[src/rtl/i2c_seq_pkg.sv]
// rtl/i2c_seq_pkg.sv - shared types and constants for the I2C command sequencer
package i2c_seq_pkg;

  localparam logic OP_WR = 1'b0;
  localparam logic OP_RD = 1'b1;

  // Width of the stored retry count; MAX_RETRY must fit in it.
  localparam int RETRY_W = 4;

  typedef enum logic [2:0] {
    IDLE,
    ISSUE,
    WAIT_DONE,
    GAP,
    RESP
  } state_t;

  typedef struct packed {
    logic       op;
    logic [6:0] addr;
    logic [7:0] data;
  } cmd_t;

  typedef struct packed {
    logic               op;
    logic [6:0]         addr;
    logic [7:0]         rdata;
    logic               ack_err;
    logic               timeout;
    logic [RETRY_W-1:0] retries;
  } rsp_t;

endpackage

[src/rtl/i2c_cmd_fifo.sv]
// rtl/i2c_cmd_fifo.sv - command FIFO; full blocks pushes even when a pop is in the same cycle
module i2c_cmd_fifo
  import i2c_seq_pkg::*;
#(
  parameter  int DEPTH = 4,
  localparam int AW    = $clog2(DEPTH),
  localparam int LW    = $clog2(DEPTH + 1)
) (
  input  logic          clk,
  input  logic          rst,
  input  logic          push,
  input  cmd_t          wr_data,
  input  logic          pop,
  output cmd_t          rd_data,
  output logic          full,
  output logic          empty,
  output logic [LW-1:0] level
);

  cmd_t          mem [DEPTH];
  logic [AW-1:0] wr_ptr;
  logic [AW-1:0] rd_ptr;
  logic          do_push;
  logic          do_pop;

  assign full    = (level == LW'(DEPTH));
  assign empty   = (level == '0);
  assign do_push = push & ~full;
  assign do_pop  = pop & ~empty;
  assign rd_data = mem[rd_ptr];

  always_ff @(posedge clk) begin
    if (do_push) mem[wr_ptr] <= wr_data;
  end

  always_ff @(posedge clk or posedge rst) begin
    if (rst) begin
      wr_ptr <= '0;
      rd_ptr <= '0;
      level  <= '0;
    end else begin
      if (do_push) wr_ptr <= wr_ptr + AW'(1);
      if (do_pop)  rd_ptr <= rd_ptr + AW'(1);
      case ({do_push, do_pop})
        2'b10:   level <= level + LW'(1);
        2'b01:   level <= level - LW'(1);
        default: level <= level;
      endcase
    end
  end

endmodule

[src/rtl/i2c_cmd_sequencer.sv]
// rtl/i2c_cmd_sequencer.sv - queues host I2C commands, issues them to i2c_top one at a time
module i2c_cmd_sequencer
  import i2c_seq_pkg::*;
#(
  parameter  int DEPTH       = 4,
  parameter  int NEWD_HOLD   = 5,
  parameter  int MAX_RETRY   = 2,
  parameter  int TIMEOUT_CYC = 4096,
  localparam int RW          = (MAX_RETRY > 0) ? $clog2(MAX_RETRY + 1) : 1,
  localparam int LW          = $clog2(DEPTH + 1)
) (
  input  logic          clk,
  input  logic          rst,
  input  logic          cmd_valid,
  output logic          cmd_ready,
  input  logic          cmd_op,
  input  logic [6:0]    cmd_addr,
  input  logic [7:0]    cmd_wdata,
  output logic          rsp_valid,
  input  logic          rsp_ready,
  output logic          rsp_op,
  output logic [6:0]    rsp_addr,
  output logic [7:0]    rsp_rdata,
  output logic          rsp_ack_err,
  output logic          rsp_timeout,
  output logic [RW-1:0] rsp_retries,
  output logic [LW-1:0] fifo_level,
  output logic          i2c_newd,
  output logic          i2c_op,
  output logic [6:0]    i2c_addr,
  output logic [7:0]    i2c_din,
  input  logic [7:0]    i2c_dout,
  input  logic          i2c_busy,
  input  logic          i2c_ack_err,
  input  logic          i2c_done
);

  localparam int HW = $clog2(NEWD_HOLD + 1);
  localparam int TW = $clog2(TIMEOUT_CYC + 1);

  state_t        state;
  cmd_t          cmd_in;
  cmd_t          head;
  cmd_t          cmd_q;
  rsp_t          rsp_q;
  logic [HW-1:0] hold_cnt;
  logic [TW-1:0] to_cnt;
  logic          done_q;
  logic          done_edge;
  logic          full;
  logic          empty;
  logic          pop;

  assign cmd_in    = '{op: cmd_op, addr: cmd_addr, data: cmd_wdata};
  assign done_edge = i2c_done & ~done_q;
  assign pop       = (state == IDLE) & ~empty & ~i2c_busy;
  assign cmd_ready = ~full;

  i2c_cmd_fifo #(.DEPTH(DEPTH)) u_fifo (
    .clk     (clk),
    .rst     (rst),
    .push    (cmd_valid),
    .wr_data (cmd_in),
    .pop     (pop),
    .rd_data (head),
    .full    (full),
    .empty   (empty),
    .level   (fifo_level)
  );

  // The command register drives i2c_top directly, so the payload is stable for the whole transfer.
  assign i2c_op      = cmd_q.op;
  assign i2c_addr    = cmd_q.addr;
  assign i2c_din     = cmd_q.data;
  assign rsp_op      = rsp_q.op;
  assign rsp_addr    = rsp_q.addr;
  assign rsp_rdata   = rsp_q.rdata;
  assign rsp_ack_err = rsp_q.ack_err;
  assign rsp_timeout = rsp_q.timeout;
  assign rsp_retries = rsp_q.retries[RW-1:0];

  always_ff @(posedge clk or posedge rst) begin
    if (rst) begin
      state     <= IDLE;
      cmd_q     <= '0;
      rsp_q     <= '0;
      rsp_valid <= 1'b0;
      i2c_newd  <= 1'b0;
      hold_cnt  <= '0;
      to_cnt    <= '0;
      done_q    <= 1'b0;
    end else begin
      done_q <= i2c_done;
      case (state)
        IDLE: begin
          if (pop) begin
            cmd_q         <= head;
            rsp_q.retries <= '0;
            hold_cnt      <= '0;
            i2c_newd      <= 1'b1;
            state         <= ISSUE;
          end
        end
        ISSUE: begin
          if (hold_cnt == HW'(NEWD_HOLD - 1)) begin
            i2c_newd <= 1'b0;
            to_cnt   <= '0;
            state    <= WAIT_DONE;
          end else begin
            hold_cnt <= hold_cnt + HW'(1);
          end
        end
        WAIT_DONE: begin
          // A done edge takes priority over a timeout expiring in the same cycle.
          if (done_edge) begin
            if (i2c_ack_err && (rsp_q.retries < RETRY_W'(MAX_RETRY))) begin
              rsp_q.retries <= rsp_q.retries + RETRY_W'(1);
              state         <= GAP;
            end else begin
              rsp_q.op      <= cmd_q.op;
              rsp_q.addr    <= cmd_q.addr;
              rsp_q.rdata   <= (cmd_q.op == OP_RD) ? i2c_dout : 8'h00;
              rsp_q.ack_err <= i2c_ack_err;
              rsp_q.timeout <= 1'b0;
              rsp_valid     <= 1'b1;
              state         <= RESP;
            end
          end else if (to_cnt == TW'(TIMEOUT_CYC - 1)) begin
            rsp_q.op      <= cmd_q.op;
            rsp_q.addr    <= cmd_q.addr;
            rsp_q.rdata   <= 8'h00;
            rsp_q.ack_err <= 1'b0;
            rsp_q.timeout <= 1'b1;
            rsp_valid     <= 1'b1;
            state         <= RESP;
          end else begin
            to_cnt <= to_cnt + TW'(1);
          end
        end
        GAP: begin
          if (!i2c_busy) begin
            hold_cnt <= '0;
            i2c_newd <= 1'b1;
            state    <= ISSUE;
          end
        end
        RESP: begin
          if (rsp_ready) begin
            rsp_valid <= 1'b0;
            state     <= IDLE;
          end
        end
        default: state <= IDLE;
      endcase
    end
  end

endmodule

[config.mk]
export PLATFORM = sky130hd
export DESIGN_NAME = i2c_cmd_sequencer
export DESIGN_NICKNAME = d
export VERILOG_FILES = /design/src/rtl/i2c_seq_pkg.sv /design/src/rtl/i2c_cmd_fifo.sv /design/src/rtl/i2c_cmd_sequencer.sv
export SDC_FILE = /design/constraint.sdc
export NUM_CORES = 1
export LEC_CHECK = 0
export CORE_MARGIN = 10
export CORE_UTILIZATION = 55
export DETAILED_ROUTE_END_ITERATION = 10
export GPL_ROUTABILITY_DRIVEN = 0
export PLACE_DENSITY_LB_ADDON = 0.05
export SLEW_MARGIN = 5
export SYNTH_ARGS = -nofsm -noshare
export SYNTH_HDL_FRONTEND = slang
export SYNTH_HIERARCHICAL = 1
export SYNTH_SLANG_ARGS = --single-unit
[constraint.sdc]
create_clock -name clk -period 2.7 [get_ports clk]
set_input_delay 0.54 -clock clk [delete_from_list [all_inputs] [get_ports clk]]
set_output_delay 0.54 -clock clk [all_outputs]
set_load 0.01 [all_outputs]
* Word-level counts from Yosys, hierarchy flattened
Memories as Yosys holds them, arrays and structs flattened. A register that Yosys moved wholly into a read port is not among the register bits. Cells that the tools add are included.
Cells by class: divide/modulo/power cells 0, reduce and logical (&&, ||, !) cells 17, add/subtract/negate cells 7, multiply operators 0, magnitude comparators 1, bitwise logic cells 9, multiplexer cells 36, equal/unequal tests 21, shift-type cells 0
Operators with widths (count):
- two-way mux 18 bit | 3
- two-way mux 13 bit | 3
- two-way mux 3 bit | 10
- case mux 13 bit (2 select lines) | 1
- AND reduction 4 bit | 5
- != test 2 bit (second input constant) | 9
- case mux 3 bit (5 select lines) | 1
- adder 13 x 1 -> 13 bit (second input constant) | 1
- == test 13 x 12 -> 1 bit (second input constant) | 1
- two-way mux 4 bit | 3
- nonzero test 2 bit | 5
- == test 3 bit (second input constant) | 3
- two-way mux 1 bit | 9
- case mux 3 bit (3 select lines) | 1
- two-way mux 8 bit | 1
- case mux 4 bit (2 select lines) | 1
- adder 3 x 1 -> 3 bit (second input constant) | 2
- == test 3 x 2 -> 1 bit (second input constant) | 2
- zero test 3 bit | 2
- != test 3 bit (second input constant) | 2
- case mux 3 bit (2 select lines) | 1
- AND 1 bit | 5
- AND reduction 5 bit | 1
- adder 2 x 1 -> 2 bit (second input constant) | 2
- other kinds (14) | 17
Word-level totals: memories kept 1, memory bits (writable) 64, latch bits 0, bits in read-only memories 0, input bits 31, word-level logic and storage cells 107, flip-flop bits (word level) 51
Memory list:
- u_fifo.mem | words 4, bits a word 16, read ports 1, clocked after Yosys merged registers in 1, write ports 1, line i2c_cmd_fifo.sv:20 | cmd_t mem [DEPTH];

* Logic depth before layout (Yosys ltp)
Gate-level depths: netlist of the first run.
depth after elaboration 7, mapped depth 10, gate-level depth less buffers 9

* Modules after synthesis
The synthesis of the first run kept the hierarchy.
Modules (own cells, without submodules):
- i2c_cmd_sequencer | times used 1, cells each 254, area each 2955.3 um2
- i2c_cmd_fifo | times used 1, cells each 122, area each 2778.9 um2

* Least setup slack after synthesis of the first run
OpenSTA, ideal clock, no wires.
kind register to register, from register u_fifo.level[0], to register u_fifo.level[2], cell stages (with the launch flop) 11, path slack 0.299 ns, setup time 0.079 ns, buffers on the path 1, clock period less this slack 2.401 ns, data required time 2.621 ns, arrival 2.322 ns, cells stage by stage dfrtp_1 > nor3_1 > nor4b_2 > buf_2 > o31a_1 > ha_1 > inv_1 > fa_1 > xor2_1 > nor2_1 > xor2_1
Between the ends: longest elaborated chain between the ends 7
RTL lines:
- start, declared | line i2c_cmd_fifo.sv:17 | output logic [LW-1:0] level
- start signal, assigned | line i2c_cmd_fifo.sv:45 | 2'b10: level <= level + LW'(1);
- start signal, assigned | line i2c_cmd_fifo.sv:46 | 2'b01: level <= level - LW'(1);
- start signal, assigned | line i2c_cmd_fifo.sv:47 | default: level <= level;
- zero test 3 bit * | line i2c_cmd_fifo.sv:27 | assign empty = (level == '0);
- net empty | line i2c_cmd_sequencer.sv:51 | logic empty;
- inverter 1 bit * | line i2c_cmd_sequencer.sv:56 | assign pop = (state == IDLE) & ~empty & ~i2c_busy;
- AND 1 bit * (2 in a row) | line i2c_cmd_sequencer.sv:56
- net pop | line i2c_cmd_sequencer.sv:52 | logic pop;
- AND 1 bit * | line i2c_cmd_fifo.sv:29 | assign do_pop = pop & ~empty;
- net u_fifo.do_pop | line i2c_cmd_fifo.sv:24 | logic do_pop;
- == test 2 x 1 -> 1 bit or == test 2 bit (tied branches) | line i2c_cmd_fifo.sv:44 | case ({do_push, do_pop})
- case mux 3 bit (2 select lines) or nonzero test 2 bit (tied branches)
Mark *: on every way through the listed nets, which the timed path passes. The rest lies on a longest branch. A chain may end at the register's enable or synchronous reset.

* Worst setup path in the final report of the first run
from register u_fifo.level[0], to output cmd_ready
Between the ends: longest elaborated chain between the ends 2
RTL lines:
- == test 3 bit | line i2c_cmd_fifo.sv:26 | assign full = (level == LW'(DEPTH));
- net full | line i2c_cmd_sequencer.sv:50 | logic full;
- inverter 1 bit | line i2c_cmd_sequencer.sv:57 | assign cmd_ready = ~full;
- end, declared | line i2c_cmd_sequencer.sv:15 | output logic cmd_ready,
The timed path passes the listed nets, and every way through them passes these cells.

==> results.md, run 1 <==
- Crit end category: output pin
- Post-CTS Hold Fix Bufs: 0
- Area of the multi-input gates: 1820 um^2
- Largest family of logic cells by synthesized area: multiplexers
- Synth Instances: 376
- Initial antenna violation count: 0
- Worst hold-check path type: in2async
- Post-layout min period: 2.34 ns
- Register area: 3600 um^2
- Via count: 3377
- Clk root buf: clkbuf_8
- Drt wl/cell: 18.7 um
- Slew Limit Fails: 0
- Finished Core Util: 69.5%
- HPWL Detailed: 7580 um
- CP arrival: 1.80 ns
- XOR/XNOR share of the synthesized area: 0.916%
- Die area: 14900 um^2
- DP Area: 6520 um^2
- Sequential share of power: 40.1%
- DR iter-0 viols: 246
- Worst Tran Pin Value: 0.757 ns
- Compound-Gate Fraction of Synth Area: 7.70%
- Outcome: finished, final reports clean
- CTS tree: done
- Synth top area share: 33.5%
- Filler cells: 725
- Worst Reg-to-Reg Cells: 8
- Design Area, Final: 7120 um^2
- Worst reg2reg endpoint: u_fifo/level[2]$_DFFE_PP0P_
- Residual DRC: 0
- Async SR Flop Fraction: 51.1%
- FF-to-FF Start: state[2]$_DFFE_PP0P_
- IO Pins: 73
- Final Hold Fails: 0
- Final setup viols: 0
- # diodes: 0
- Worst-Skew Late Latency: 0.53 ns
- H-tree depth: 4
- R2r setup slk: 0.44 ns
- Resize count post-CTS: 0
- Overflow after GRT: 0
- Syn avg cell area: 15.3 um^2
- CP max-delay cell: clkdlybuf4s50_1
- Max Cap Violations: 0
- Total Routed Length: 11200 um
- Layout area overhead: 24.1%
- Startpoint types: register
- Layout Skew: 0.00691 ns
- Vias in the first global route: 3532
- Width of the die: 122 um
- CP max FO: 6
- Internal power: 5500 uW
- EDFF count, synth: 64
- Clk slew on worst S/H paths: 0.06 ns
- Worst Path Required: 2.16 ns
- CTS Sinks: 131
- Largest net degree at the start of global routing: 61
- Synth area leaders: edfxtp_1, dfrtp_1, mux2_2, mux4_1, mux4_2
- Post-CTS Setup Inserts: 0
- Crit path kind: reg2out
- Clk buf depth: 2
- Mux share of post-synthesis cell area: 12.6%
- Combinational Power Share: 30.8%
- Vias/cell: 5.65
- Seq/Total Area, Yosys: 62.8%
- Switch Pwr: 2360 uW
- Clk pwr share: 29.1%
- Critical path's largest stage delay: 0.49 ns
- Peak VDD IR: 643 uV
- Core Region: 10200 um^2
- Synthesized-area fraction occupied by adder cells: 2.31%
- Area leader, netlist: edfxtp_1
- Max Freq: 427 MHz
- Syn nets: 417
- First-pass GRT wire length: 18300 um
- Rel. slew slack: 49.5%
- Unrepaired setup endpoints after global routing: false
- Synth cell types: 61
- Total iterations of the first detailed-routing run: 4
- Yosys warns: 6
- Share of cells above drive strength 1: 20.1%
- Post-Synth Simple-Gate Area: 8.01%
- Mapped cell area: 5730 um^2
- Cell Pwr Density: 1100 nW/um^2
- Antenna-violating nets left: 0
- Setup slack after layout: 0.356 ns
- Leak: 0.00281 uW
- Starting Density: 56.0%
- Yosys reg bits: 131
- Number of CTS-inserted buffers: 17
- Final period utilization: 86.8%
- FP Rows: 37
- Ys flop type: dfrtp_1
- Sw Ratio: 30.0%
- Final nets: 490
- CP cell instances: nor3b_2, inv_1, clkdlybuf4s50_1
- IO buf count: 72
- Dpl ws: -0.00628 ns
- Die height: 122 um
- Tot GR Track Use: 15.8%
-- routing by layer --
| layer | vias to the layer above | wire, um | GRT usage (%) |
|---|---|---|---|
| met5 | - | 0 | 0 |
| met1 | 1734 | 4700 | 18.5 |
| met4 | 0 | 183 | 6.11 |
| met3 | 17 | 544 | 5.13 |
| li1 | 1560 | - | - |
| met2 | 66 | 5760 | 26.6 |
-- worst max-delay path by stage --
stage	start	to	cells after the start
4_1_cts	u_fifo/level[0]$_DFFE_PP0P_	cmd_ready	3
3_3_place_gp	i2c_busy	u_fifo/level[2]$_DFFE_PP0P_	9
5_1_grt	u_fifo/level[0]$_DFFE_PP0P_	cmd_ready	3
2_1_floorplan	u_fifo/level[0]$_DFFE_PP0P_	u_fifo/level[2]$_DFFE_PP0P_	10
6_report	u_fifo/level[0]$_DFFE_PP0P_	cmd_ready	3
3_5_place_dp	i2c_busy	u_fifo/level[2]$_DFFE_PP0P_	9
-- power by group through the flow --
| stage | clock network [uW] | registers [uW] | logic (uW) |
|---|---|---|---|
| final | 2280 | 3150 | 2420 |
| after global routing | 2420 | 3240 | 2640 |
| after CTS | 2330 | 3170 | 2460 |
| after detailed placement | 0 | 3200 | 2450 |
| after global placement | 0 | 3180 | 2400 |
| after floorplan | 0 | 3100 | 1600 |
-- area by class of cell --
type,instances,share of cell area (%)
Sequential cell,131,50.6
Timing Repair Buffer,87,11.9
Clock inverter,15,2.51
Inverter,24,1.27
Tap cell,136,2.39
Multi-Input combinational cell,188,25.5
Clock buffer,17,5.82
-- kinds of logic after synthesis --
kind of cell               Yosys count
AOI/OAI and AO/OA                   56
xor gates and xnor gates             6
adders and majority gates           10
buffers and inverters               57
DFF                                131
muxes                               46
and+or+nand+nor                     70
-- flip-flops by register name (all words and copies together) (netlist names) --
signal and count:
rsp_ack_err 1, rsp_addr 7, u_fifo/mem 64, u_fifo/wr_ptr 2, rsp_timeout 1, i2c_op 1
state 3, rsp_op 1, rsp_retries 2, rsp_q 2, i2c_addr 7, hold_cnt 3
u_fifo/rd_ptr 2, done_q 1, i2c_din 8, u_fifo/level 3, rsp_valid 1, rsp_rdata 8
i2c_newd 1, to_cnt 13
-- critical path: cells and delay by family (launching register included) --
| family | cells | cell delay [ns] |
|---|---|---|
| flip-flops | 1 | 0.45 |
| AND/OR/NAND/NOR | 1 | 0.27 |
| buffers and inverters | 2 | 0.56 |
-- layout by cell type (no fill, tap or decap), types with 9 or more instances in the layout --
cell type / Yosys / routed
edfxtp_1: 64 / 64
nor2_1: 9 / 9
ha_1: 9 / 9
nand2_1: 11 / 11
a22o_1: 12 / 12
inv_1: 24 / 23
clkdlybuf4s50_1: 0 / 72
clkbuf_16: 0 / 16
dfrtp_1: 67 / 67
buf_4: 17 / 14
mux2_2: 26 / 26
-- through the flow --
step / std cells / hold slack [ns] / total power [uW] / TNS (ns)
global route: 598 / 0.321 / 8290 / 0
global placement: 566 / 0.486 / 5580 / 0
floorplan: 376 / 0.343 / 4710 / 0
CTS: 598 / 0.278 / 7960 / 0
finish: 598 / 0.300 / 7850 / 0
detailed placement: 566 / 0.493 / 5650 / -0.00628
-- cells in the mapped netlist (3+ instances only) --
master and number:
xnor2_1 3, buf_4 17, mux4_2 8, and2_1 5, xor2_1 3, mux2i_1 4
mux2_2 26, o21ai_0 7, nand2_1 11, nand4_1 5, buf_6 3, buf_2 8
a31oi_1 3, mux4_1 8, a221o_1 4, clkbuf_1 4, nand3_1 6, nor2_1 9
a22o_1 12, ha_1 9, nand2b_1 4, dfrtp_1 67, o22ai_1 3, nor3_1 8
and3_1 3, edfxtp_1 64, a221oi_1 4, inv_1 24, a21oi_1 6
No activity file was read; power rests on OpenSTA's default activity.
==> run 2, diff against run 1 <==
--- a/config.mk
+++ b/config.mk
@@ -9,7 +9,7 @@
 export CORE_UTILIZATION = 55
 export DETAILED_ROUTE_END_ITERATION = 10
 export GPL_ROUTABILITY_DRIVEN = 0
-export PLACE_DENSITY_LB_ADDON = 0.05
+export PLACE_DENSITY = 0.79
 export SLEW_MARGIN = 5
 export SYNTH_ARGS = -nofsm -noshare
 export SYNTH_HDL_FRONTEND = slang
==> constraint.sdc (replaced) <==
create_clock -name clk -period 2.6 [get_ports clk]
set_input_delay 0.52 -clock clk [delete_from_list [all_inputs] [get_ports clk]]
set_output_delay 0.52 -clock clk [all_outputs]
set_load 0.01 [all_outputs]
==> run 2 against run 1 <==
  * Sequential power increased by 3%
  * Worst setup slack worse by 0.089 ns
  * Die area unchanged
  * Cell count rose by 0.84%
  * Worst hold slack got worse by 0.011 ns
  * Clock power rose by 3%
  * Register-to-register slack improved by 0.02 ns
  * Non-clock buffer count grew 5
  * Core utilization grew 0.27 points
  * Global-route usage is 0.74 points higher
  * Critical path depth is 1 higher
  * Design area grew 0.39%
  * Largest power group unchanged
  * Highest routed layer unchanged
==> results.md, run 2 (synthesis gave the netlist of run 1 again) <==
- Outcome: finished, final reports clean
- Startpoint types: register
- Registers with the most flip-flops: u_fifo/mem (64), to_cnt (13)
- Slew Limit Fails: 0 (unchanged)
- Post-CTS Hold Fix Bufs: 0 (unchanged)
- CTS Sinks: 131 (unchanged)
- Combinational Power Share: 31.7% (+0.9 points)
- Unrepaired setup endpoints after global routing: false
- Leak: 0.00282 uW (+0.54%)
- Max Cap Violations: 0 (unchanged)
- Power Total: 8200 uW (+4.4%)
- DP Area: 6560 um^2 (+0.58%)
- Worst Tran Pin Value: 0.766 ns (+0.00890 ns)
- Worst hold-check path type: in2async
- H-tree depth: 4 (unchanged)
- Sum Neg Setup Slack: 0 ns (unchanged)
- Die height: 122 um (unchanged)
- # diodes: 0 (unchanged)
- Final nets: 495 (+1.0%)
- Finished Core Util: 69.8% (+0.27 points)
- Layout Skew: 0.00634 ns (-0.000564 ns)
- Starting Density: 56.0% (unchanged)
- Worst Path Required: 2.08 ns (-0.08 ns)
- CP max FO: 5 (-1)
- Leading cell type in the layout, fill and taps excluded: clkdlybuf4s50_1
- Worst-Skew Late Latency: 0.52 ns (about the same)
- Total Routed Length: 11700 um (+4.4%)
- Core Region: 10200 um^2 (unchanged)
- Peak VDD IR: 748 uV (+16%)
- Crit end category: output pin
- HPWL Detailed: 7900 um (+4.1%)
- FP Rows: 37 (unchanged)
- Clk root buf: clkbuf_8
- Cell Pwr Density: 1150 nW/um^2 (+4.0%)
- Register area: 3600 um^2 (unchanged)
- Vias/cell: 5.57 (-1.4%)
- Clk pwr share: 28.6% (-0.5 points)
- Sw Ratio: 30.2% (+0.14 points)
- Top reg by flops: u_fifo/mem
- Hold_ws: 0.289 ns (-0.0113 ns)
- Clk buf depth: 2 (unchanged)
- Post-CTS Setup Inserts: 0 (unchanged)
- Number of CTS-inserted buffers: 17 (unchanged)
- Clk slew on worst S/H paths: 0.06 ns (about the same)
- Sequential share of power: 39.7% (-0.4 points)
- Largest net degree at the start of global routing: 25 (-59%)
- Via count: 3359 (-0.53%)
- Share of cells above drive strength 1: 20.8% (+0.64 points)
- Width of the die: 122 um (unchanged)
- Final period utilization: 89.7%
- Filler cells: 694 (-4.3%)
- Crit path kind: reg2out
- CTS tree: done
- DR iter-0 viols: 206 (-16%)
- First-pass GRT wire length: 19200 um (+5.1%)
- Vias in the first global route: 3617 (+2.4%)
- CP startpoint: u_fifo/level[0]$_DFFE_PP0P_
- Rel. slew slack: 48.9% (-0.59 points)
- Antenna-violating nets left: 0 (unchanged)
- IO buf count: 72 (unchanged)
- CP arrival: 1.81 ns (about the same)
- Layout area overhead: 24.6%
- Residual DRC: 0 (unchanged)
- Resize count post-CTS: 0 (unchanged)
- IO Pins: 73 (unchanged)
- Final Hold Fails: 0 (unchanged)
- Total iterations of the first detailed-routing run: 7 (+3)
- Area of the multi-input gates: 1820 um^2 (unchanged)
- Drt wl/cell: 19.4 um (+3.6%)
- Overflow after GRT: 0 (unchanged)
- Switch Pwr: 2470 uW (+4.8%)
- Initial antenna violation count: 0 (unchanged)
- Post-layout min period: 2.33 ns
- FF-to-FF Start: u_fifo/level[1]$_DFFE_PP0P_
- Design Area, Final: 7140 um^2 (+0.39%)
- Internal power: 5730 uW (+4.2%)
- Most frequent cells in the layout: clkdlybuf4s50_1, dfrtp_1, edfxtp_1, mux2_2, inv_1
- Largest register FFs: 64 (unchanged)
- Final setup viols: 0 (unchanged)
- Max Freq: 429 MHz
- Tot GR Track Use: 16.6% (+0.74 points)
- Die area: 14900 um^2 (unchanged)
[run 2: changes by cell type in the layout (fill, tap and decap cells not counted)]
| cell | previous run | this run |
|---|---|---|
| buf_4 | 14 | 19 |
| inv_6 | 6 | 2 |
| clkbuf_1 | 0 | 3 |
| clkinv_1 | 2 | 0 |
| clkinv_2 | 1 | 2 |
| clkinv_4 | 1 | 2 |
| clkinvlp_4 | 2 | 3 |
[run 2: path summary, 6_finish.rpt]
check / end / slack [ns] / depth (start not counted)
hold reg to reg: rsp_rdata[2]$_DFFE_PP0P_ / 0.50 / 1
min in group clk: rsp_rdata[2]$_DFFE_PP0P_ / 0.50 / 1
setup / recovery: cmd_ready / 0.27 / 4
hold / removal: u_fifo/level[0]$_DFFE_PP0P_ / 0.29 / 2
max in group asynchronous: to_cnt[6]$_DFFE_PP0P_ / 1.66 / 3
setup reg to reg: u_fifo/level[2]$_DFFE_PP0P_ / 0.46 / 9
[run 2: through the flow]
stage / setup WS, ns / cells
final: 0.267 / 603
after global routing: 0.165 / 603
after CTS: 0.233 / 603
after detailed placement: -0.0779 / 571
after global placement: 0.0595 / 571
after floorplan: 0.199 / 376
[run 2: worst max-delay path, stage by stage (launching register included)]
cell             delay [ns]
dfrtp_1                0.37
buf_4                  0.16
nor3b_2                0.22
inv_1                  0.06
clkdlybuf4s50_1        0.48
[run 2: power by group through the flow]
stage               clock [uW]  combinational, uW  sequential, uW
finish                    2350               2600            3250
global route              2480               2830            3340
CTS                       2390               2650            3260
detailed placement           0               2620            3290
global placement             0               2530            3260
floorplan                    0               1670            3220
[run 2: area by class of cell]
type,count,area share [%]
clock buffer,20,5.96
multi-input combinational,188,25.5
sequential,131,50.4
timing repair buffer,92,12.4
clock inverter,12,2.21
inverter,24,1.26
tap,136,2.38
[run 2: per-layer routing]
layer	global-route usage, %	vias to the layer above	share of wire (%)
met5	0	-	0
met4	4.71	0	1.0
met3	5.92	14	6.4
met2	28.1	91	52
met1	19.5	1680	41
li1	-	1574	-
